## config.mk

```make
export PLATFORM = sky130hd
export DESIGN_NAME = mem_arbiter
export DESIGN_NICKNAME = d
export VERILOG_FILES = /design/src/rtl/mem_arbiter.sv
export SDC_FILE = /design/constraint.sdc
export NUM_CORES = 2
export LEC_CHECK = 0
export CAP_MARGIN = 15
export CORE_AREA = 3 3 470 472
export DETAILED_ROUTE_END_ITERATION = 6
export DIE_AREA = 0 0 473 475
export DONT_BUFFER_PORTS = 1
export PLACE_DENSITY_LB_ADDON = 0.08
export SLEW_MARGIN = 5
export SYNTH_ARGS = -nofsm -noshare
export SYNTH_HDL_FRONTEND = slang
export SYNTH_SLANG_ARGS = --single-unit
```

## constraint.sdc

```tcl
create_clock -name clk -period 5.39 [get_ports clk]
set_input_delay 0.8085 -clock clk [delete_from_list [all_inputs] [get_ports clk]]
set_output_delay 0.8085 -clock clk [all_outputs]
set_load 0.02 [all_outputs]
```

## src/rtl/mem_arbiter.sv

```systemverilog
// Data-RAM arbiter: CPU (scalar / LANES-word vector) vs external port, CPU priority with starvation guard.
// Optional performance counters are compiled in with `define MEM_ARB_PERF_EN.
module mem_arbiter #(
  parameter int ADDR_W   = 13,
  parameter int LANES    = 16,
  parameter int MAX_WAIT = 8
) (
  input  logic                  clk,
  input  logic                  rst,
  input  logic                  cpu_req,
  input  logic                  cpu_we,
  input  logic                  cpu_vec,
  input  logic [ADDR_W-1:0]     cpu_addr,
  input  logic [LANES*32-1:0]   cpu_wdata,
  output logic [LANES*32-1:0]   cpu_rdata,
  output logic                  cpu_ack,
  input  logic                  ext_req,
  input  logic                  ext_we,
  input  logic [ADDR_W-1:0]     ext_addr,
  input  logic [31:0]           ext_wdata,
  output logic [31:0]           ext_rdata,
  output logic                  ext_ack,
  output logic [ADDR_W-1:0]     mem_addr,
  output logic [31:0]           mem_wdata,
  output logic                  mem_we,
  input  logic [31:0]           mem_rdata,
  output logic                  busy
`ifdef MEM_ARB_PERF_EN
  ,
  output logic [31:0]           perf_cpu_grants,
  output logic [31:0]           perf_ext_grants,
  output logic [31:0]           perf_stall_cycles
`endif
);

  localparam int BEAT_W = (LANES > 1) ? $clog2(LANES) : 1;
  localparam logic [7:0] MAX_WAIT_C = 8'(MAX_WAIT);

  typedef enum logic [1:0] {IDLE, CPU_BEAT, EXT_BEAT, DRAIN} state_e;

  state_e                state_q, state_d;
  logic                  sel_ext_q, sel_ext_d;
  logic                  vec_q, vec_d;
  logic [LANES*32-1:0]   wdata_q, wdata_d;
  logic [BEAT_W-1:0]     beat_q, beat_d;
  logic [7:0]            wait_q, wait_d;
  logic [LANES*32-1:0]   rdata_q, rdata_d;
  logic [31:0]           ext_rdata_q, ext_rdata_d;
  logic [ADDR_W-1:0]     mem_addr_q, mem_addr_d;
  logic [31:0]           mem_wdata_q, mem_wdata_d;
  logic                  mem_we_q, mem_we_d;

  logic                  cpu_grant, ext_grant;
  logic [BEAT_W-1:0]     last_beat, beat_prev, beat_nxt;
  logic [31:0]           wlane [LANES];

  assign last_beat = vec_q ? BEAT_W'(LANES - 1) : '0;
  assign beat_prev = beat_q - 1'b1;
  assign beat_nxt  = beat_q + 1'b1;

  // Lane i is captured one cycle after its beat; the last lane lands in DRAIN
  // and is forwarded straight from the RAM so it is valid alongside the ack.
  for (genvar gi = 0; gi < LANES; gi++) begin : g_lane
    logic cap_beat, cap_drain;
    assign wlane[gi]  = wdata_q[32*gi +: 32];
    assign cap_beat   = (state_q == CPU_BEAT) && (beat_q != '0) && (beat_prev == BEAT_W'(gi));
    assign cap_drain  = (state_q == DRAIN) && !sel_ext_q && (last_beat == BEAT_W'(gi));
    assign rdata_d[32*gi +: 32]   = cpu_grant ? 32'h0 :
                                    (cap_beat || cap_drain) ? mem_rdata : rdata_q[32*gi +: 32];
    assign cpu_rdata[32*gi +: 32] = cap_drain ? mem_rdata : rdata_q[32*gi +: 32];
  end

  always_comb begin
    state_d     = state_q;
    sel_ext_d   = sel_ext_q;
    vec_d       = vec_q;
    wdata_d     = wdata_q;
    beat_d      = beat_q;
    ext_rdata_d = ext_rdata_q;
    mem_addr_d  = mem_addr_q;
    mem_wdata_d = mem_wdata_q;
    mem_we_d    = mem_we_q;
    cpu_grant   = 1'b0;
    ext_grant   = 1'b0;

    case (state_q)
      IDLE: begin
        if (cpu_req && (!ext_req || (wait_q < MAX_WAIT_C))) cpu_grant = 1'b1;
        else if (ext_req)                                   ext_grant = 1'b1;

        if (cpu_grant) begin
          state_d     = CPU_BEAT;
          sel_ext_d   = 1'b0;
          vec_d       = cpu_vec;
          wdata_d     = cpu_wdata;
          beat_d      = '0;
          mem_addr_d  = cpu_addr;
          mem_wdata_d = cpu_wdata[31:0];
          mem_we_d    = cpu_we;
        end else if (ext_grant) begin
          state_d     = EXT_BEAT;
          sel_ext_d   = 1'b1;
          mem_addr_d  = ext_addr;
          mem_wdata_d = ext_wdata;
          mem_we_d    = ext_we;
        end
      end
      CPU_BEAT: begin
        if (beat_q == last_beat) begin
          state_d  = DRAIN;
          mem_we_d = 1'b0;
        end else begin
          beat_d      = beat_nxt;
          mem_addr_d  = mem_addr_q + 1'b1;
          mem_wdata_d = wlane[beat_nxt];
        end
      end
      EXT_BEAT: begin
        state_d  = DRAIN;
        mem_we_d = 1'b0;
      end
      DRAIN: begin
        state_d = IDLE;
        if (sel_ext_q) ext_rdata_d = mem_rdata;
      end
      default: state_d = IDLE;
    endcase
  end

  // Starvation counter runs in every state so CPU transactions count as waiting.
  always_comb begin
    wait_d = wait_q;
    if (!ext_req || ext_grant)  wait_d = 8'h00;
    else if (wait_q != 8'hFF)   wait_d = wait_q + 8'h01;
  end

  always_ff @(posedge clk or negedge rst) begin
    if (!rst) begin
      state_q     <= IDLE;
      sel_ext_q   <= 1'b0;
      vec_q       <= 1'b0;
      wdata_q     <= '0;
      beat_q      <= '0;
      wait_q      <= 8'h00;
      rdata_q     <= '0;
      ext_rdata_q <= 32'h0;
      mem_addr_q  <= '0;
      mem_wdata_q <= 32'h0;
      mem_we_q    <= 1'b0;
    end else begin
      state_q     <= state_d;
      sel_ext_q   <= sel_ext_d;
      vec_q       <= vec_d;
      wdata_q     <= wdata_d;
      beat_q      <= beat_d;
      wait_q      <= wait_d;
      rdata_q     <= rdata_d;
      ext_rdata_q <= ext_rdata_d;
      mem_addr_q  <= mem_addr_d;
      mem_wdata_q <= mem_wdata_d;
      mem_we_q    <= mem_we_d;
    end
  end

  assign mem_addr  = mem_addr_q;
  assign mem_wdata = mem_wdata_q;
  assign mem_we    = mem_we_q;
  assign cpu_ack   = (state_q == DRAIN) && !sel_ext_q;
  assign ext_ack   = (state_q == DRAIN) && sel_ext_q;
  assign ext_rdata = ext_ack ? mem_rdata : ext_rdata_q;
  assign busy      = (state_q != IDLE);

`ifdef MEM_ARB_PERF_EN
  logic [31:0] perf_cpu_q, perf_ext_q, perf_stall_q;
  logic        cpu_own;

  assign cpu_own = (state_q == CPU_BEAT) || ((state_q == DRAIN) && !sel_ext_q);

  always_ff @(posedge clk or negedge rst) begin
    if (!rst) begin
      perf_cpu_q   <= 32'h0;
      perf_ext_q   <= 32'h0;
      perf_stall_q <= 32'h0;
    end else begin
      if (cpu_grant)                         perf_cpu_q   <= perf_cpu_q + 32'h1;
      if (ext_grant)                         perf_ext_q   <= perf_ext_q + 32'h1;
      if (cpu_req && !cpu_grant && !cpu_own) perf_stall_q <= perf_stall_q + 32'h1;
    end
  end

  assign perf_cpu_grants   = perf_cpu_q;
  assign perf_ext_grants   = perf_ext_q;
  assign perf_stall_cycles = perf_stall_q;
`endif

endmodule
```

==> flow_results.org <==
** Power
- Total net switching power :: 15.2 mW
- The worst-case IR drop observed on VDD is 0.000390 V.
- Fraction of power spent switching nets :: 41.1%
- Standby leakage power :: 26.6 nW
- After layout, the design draws a total of 37.1 mW.
- Part of the power in combinational logic :: 31.3%
- Of the total power, registers draw 41.0%.
- The internal portion of the total power is 21.8 mW.
- In this run the power density over the cells is 645 nW/um^2.
- The clock network accounts for 27.7% of the total power.

** Setup path
- Delay of the slowest cell on the worst path :: 740 ps
- Traced cell by cell, the critical path runs through ha_1 -> nor2b_1 -> buf_4 -> nand2_2 -> mux2_2.
- STA classifies the critical path endpoint as a primary output.
- Category of the most critical setup path :: reg2out
- Launching element type of the critical path :: register
- For the worst setup path, the data arrival time is 3130 ps.
- Depth of the worst register-to-register path :: 8
- Standard cell with the maximum stage delay on the critical path :: sky130_fd_sc_hd__nand2_2
- Max FO, Critical Path :: 32
- Endpoint required time on the critical path :: 4580 ps

** Timing
- Maximum clock frequency :: 0.254 GHz
- The number of max-slew violations in the final report was 0.
- Fin. Hold Viols :: 0
- RSZ-0062 raised after global routing :: false
- The clock period could shrink to 3940 ps.
- In this run the tightest slew margin relative to its limit is 22.8%.
- Final cycle utilization of the critical path :: 73.0%
- Total of endpoints with negative setup slack in the final report :: 0
- For the pin with the worst max-slew slack, the measured transition is 1160 ps.
- Worst clock skew :: 41.9 ps
- Fin Setup TNS :: 0 ps
- The tightest hold path in the finished design has a slack of 112 ps.

** Synthesis
- In the synthesized netlist the dominant register cell turns out to be sky130_fd_sc_hd__dfrtp_1.
- Counting every instance in the synthesized netlist gives 5503.
- In the synthesized netlist the async set-or-reset flop fraction comes to 100%.
- The number of different library cells used by synthesis comes to 65.
- Synthesis warning total :: 0
- Portion of the post-synthesis area used by sequential elements :: 52.9%
- The synthesized design contains 0 enable-type register cells.
- The synthesized netlist occupies a cell area of 52900 um^2.
- Synthesized net count :: 6123
- Each instance of the synthesized netlist takes up on average 9.62 um^2.
- Flip-flop and latch count after synthesis :: 1118

** Finish
- Of the cells placed in the final design, the portion with a size suffix greater than 1 is 12.1%.
- The layout has 23200 filler cells.
- Final-stage net count :: 5496
- Final Cell Area :: 57400 um^2
- Fin cells :: 7875
- The library cell used most frequently in the layout, excluding fill and tap cells, is sky130_fd_sc_hd__nand2_1.
- Compared with the post-synthesis result, the final layout area differs by 8.49%.
- Most frequent cells in the layout :: sky130_fd_sc_hd__nand2_1, sky130_fd_sc_hd__dfrtp_1, sky130_fd_sc_hd__mux2i_1

** Global route
- Largest net degree at the start of global routing :: 184
- The via count of the first global-routing pass was 36900.
- Initial antenna violation count :: 94
- First-pass GRT wire length :: 326000 um
- The total overflow left after global routing is 0.
- In the global route stage, overall resource usage came out at 20.8%.

** Clock network
- Number of clock buffers inserted by TritonCTS :: 147
- CTS tree :: yes
- Buffer type at the clock tree root :: sky130_fd_sc_hd__clkbuf_16
- Clock Pin Slew Worst Setup and Hold Paths :: 60 ps
- The clock drives 1118 sinks.
- The H-tree was split into 4 levels.
- Clk buf depth :: 3
- Resize count post-CTS :: 0
- Clock latency on the worst-skew pair :: 800 ps

** Floorplan
- Number of top-level pins :: 1202
- The initialized floorplan defines 171 standard-cell rows.
- Die width :: 473 um
- Starting density of the core :: 24.4%
- The die covers 225000 um^2.
- The total area inside the core boundary comes to 217000 um^2.
- The die is 475 um tall.

** Place
- Routability cong. :: 0.796
- IO buf count :: 0
- Dpl cell area :: 52300 um^2
- Total placed cells including tap cells :: 7578
- Estimated wirelength of the detail-placed design :: 172000 um

** Job
- Max-cap violations in this run came to 0.

** Detailed routing
- In the final routed layout, each cell accounts on average for 30.5 um.
- Detail Route Antenna Nets :: 0
- Iteration-0 DRC Markers :: 2327
- Aggregate routed wire length :: 240000 um
- The first detailed-routing pass ran for 5 iterations.
- The routed layout has 35800 vias.
- Vias per std cell :: 4.54
- Drc violations :: 0

** Outcome
- The flow ran to the end, and the final reports show no timing, DRC or antenna violations.

** Worst hold path
- Cells on Worst Hold Path :: 2
- The worst hold path belongs to the class in2reg.
[routing by layer]
metal,wire [um],vias to the layer above,global-route usage (%)
met5,717,-,0
met4,4630,108,4.29
met3,24500,319,9.86
met2,123000,1142,37.1
met1,87200,18000,22.3
li1,-,16200,-
[cell type report]
type | instances | area, um^2 | share of cell area, %
Antenna cell | 31 | 77.6 | 0.135
Clock buffer | 216 | 4270 | 7.44
Clock inverter | 47 | 726 | 1.26
Inverter | 9 | 33.8 | 0.0588
Multi-Input combinational cell | 3530 | 20000 | 34.8
Sequential cell | 1118 | 28000 | 48.7
Tap cell | 2854 | 3570 | 6.22
Timing Repair Buffer | 70 | 806 | 1.40
[per-stage QoR]
| step | util (%) | setup slack (ps) |
|---|---|---|
| global placement | 24.1 | 1780 |
| detailed placement | 24.1 | 1710 |
| global route | 26.4 | 1250 |
| CTS | 26.4 | 1290 |
| finish | 26.5 | 1450 |
| floorplan | - | 2360 |
[worst paths after layout]
path                                      from             end  slack [ps]
worst max-delay path                state_q[0]  cpu_rdata[505]        1450
worst min-delay path            cpu_wdata[249]    wdata_q[249]         110
worst max register to register       beat_q[0]    rdata_q[499]        1740
worst min register to register    wdata_q[496]    wdata_q[496]         470
max in group asynchronous                  rst    rdata_q[487]        3150
min in group asynchronous                  rst    rdata_q[322]         640
[state kept, by name, indices dropped and copies added (netlist names)]
| name | flops |
|---|---|
| sel_ext_q | 1 |
| mem_wdata | 32 |
| ext_rdata_q | 32 |
| rdata_q | 512 |
| wdata_q | 512 |
| mem_we | 1 |
| beat_q | 4 |
| wait_q | 8 |
| state_q | 2 |
| mem_addr | 13 |
| vec_q | 1 |
[critical path, delay by kind of cell, from the launching register on]
| kind | cells | cell delay (ps) |
|---|---|---|
| adders and majority gates | 1 | 260 |
| buffers and inverters | 1 | 200 |
| DFF | 1 | 410 |
| muxes | 1 | 530 |
| and+or+nand+nor | 2 | 890 |
[cells by family (layout without fill, tap and decap cells)]
kind of cell	after synthesis	after routing	synth area share, %
muxes	551	551	13.7
other	0	31	0
AOI/OAI and AO/OA	413	413	4.74
adders and majority gates	11	11	0.260
and+or+nand+nor	2550	2550	18.5
buffers and inverters	855	342	9.83
xor gates and xnor gates	5	5	0.0828
DFF	1118	1118	52.9
[cells in the mapped netlist, drive strengths merged, types with 5 or more instances]
| library cell | n | area share [%] |
|---|---|---|
| a21o | 34 | 0.48 |
| nand2 | 2197 | 16 |
| mux2 | 130 | 2.8 |
| inv | 8 | 0.057 |
| ha | 11 | 0.26 |
| nor3 | 7 | 0.066 |
| a21oi | 241 | 2.4 |
| nand2b | 5 | 0.059 |
| a211oi | 16 | 0.27 |
| a31oi | 6 | 0.083 |
| nand3 | 49 | 0.46 |
| clkbuf | 203 | 1.4 |
| or2 | 5 | 0.059 |
| dfrtp | 1118 | 53 |
| o21ai | 56 | 0.54 |
| nand4 | 5 | 0.059 |
| and3 | 15 | 0.18 |
| nor2 | 248 | 1.8 |
| mux2i | 294 | 5.6 |
| buf | 643 | 8.3 |
| o2111ai | 32 | 0.53 |
| mux4 | 127 | 5.4 |
[power by group through the flow]
stage / clock (mW) / combinational (mW) / sequential [mW]
2_1_floorplan: 0 / 10.5 / 12.9
3_3_place_gp: 0 / 11.9 / 15.4
3_5_place_dp: 0 / 12.0 / 15.4
4_1_cts: 10.6 / 12.0 / 15.3
5_1_grt: 10.9 / 12.9 / 15.6
6_report: 10.3 / 11.6 / 15.2
[repair_timing]
action	CTS	global route
buffers inserted	0	0
endpoints found under the hold margin	65	0
hold buffers	1	0
setup endpoints to repair	0	0
(Power assumes the default switching activity.)
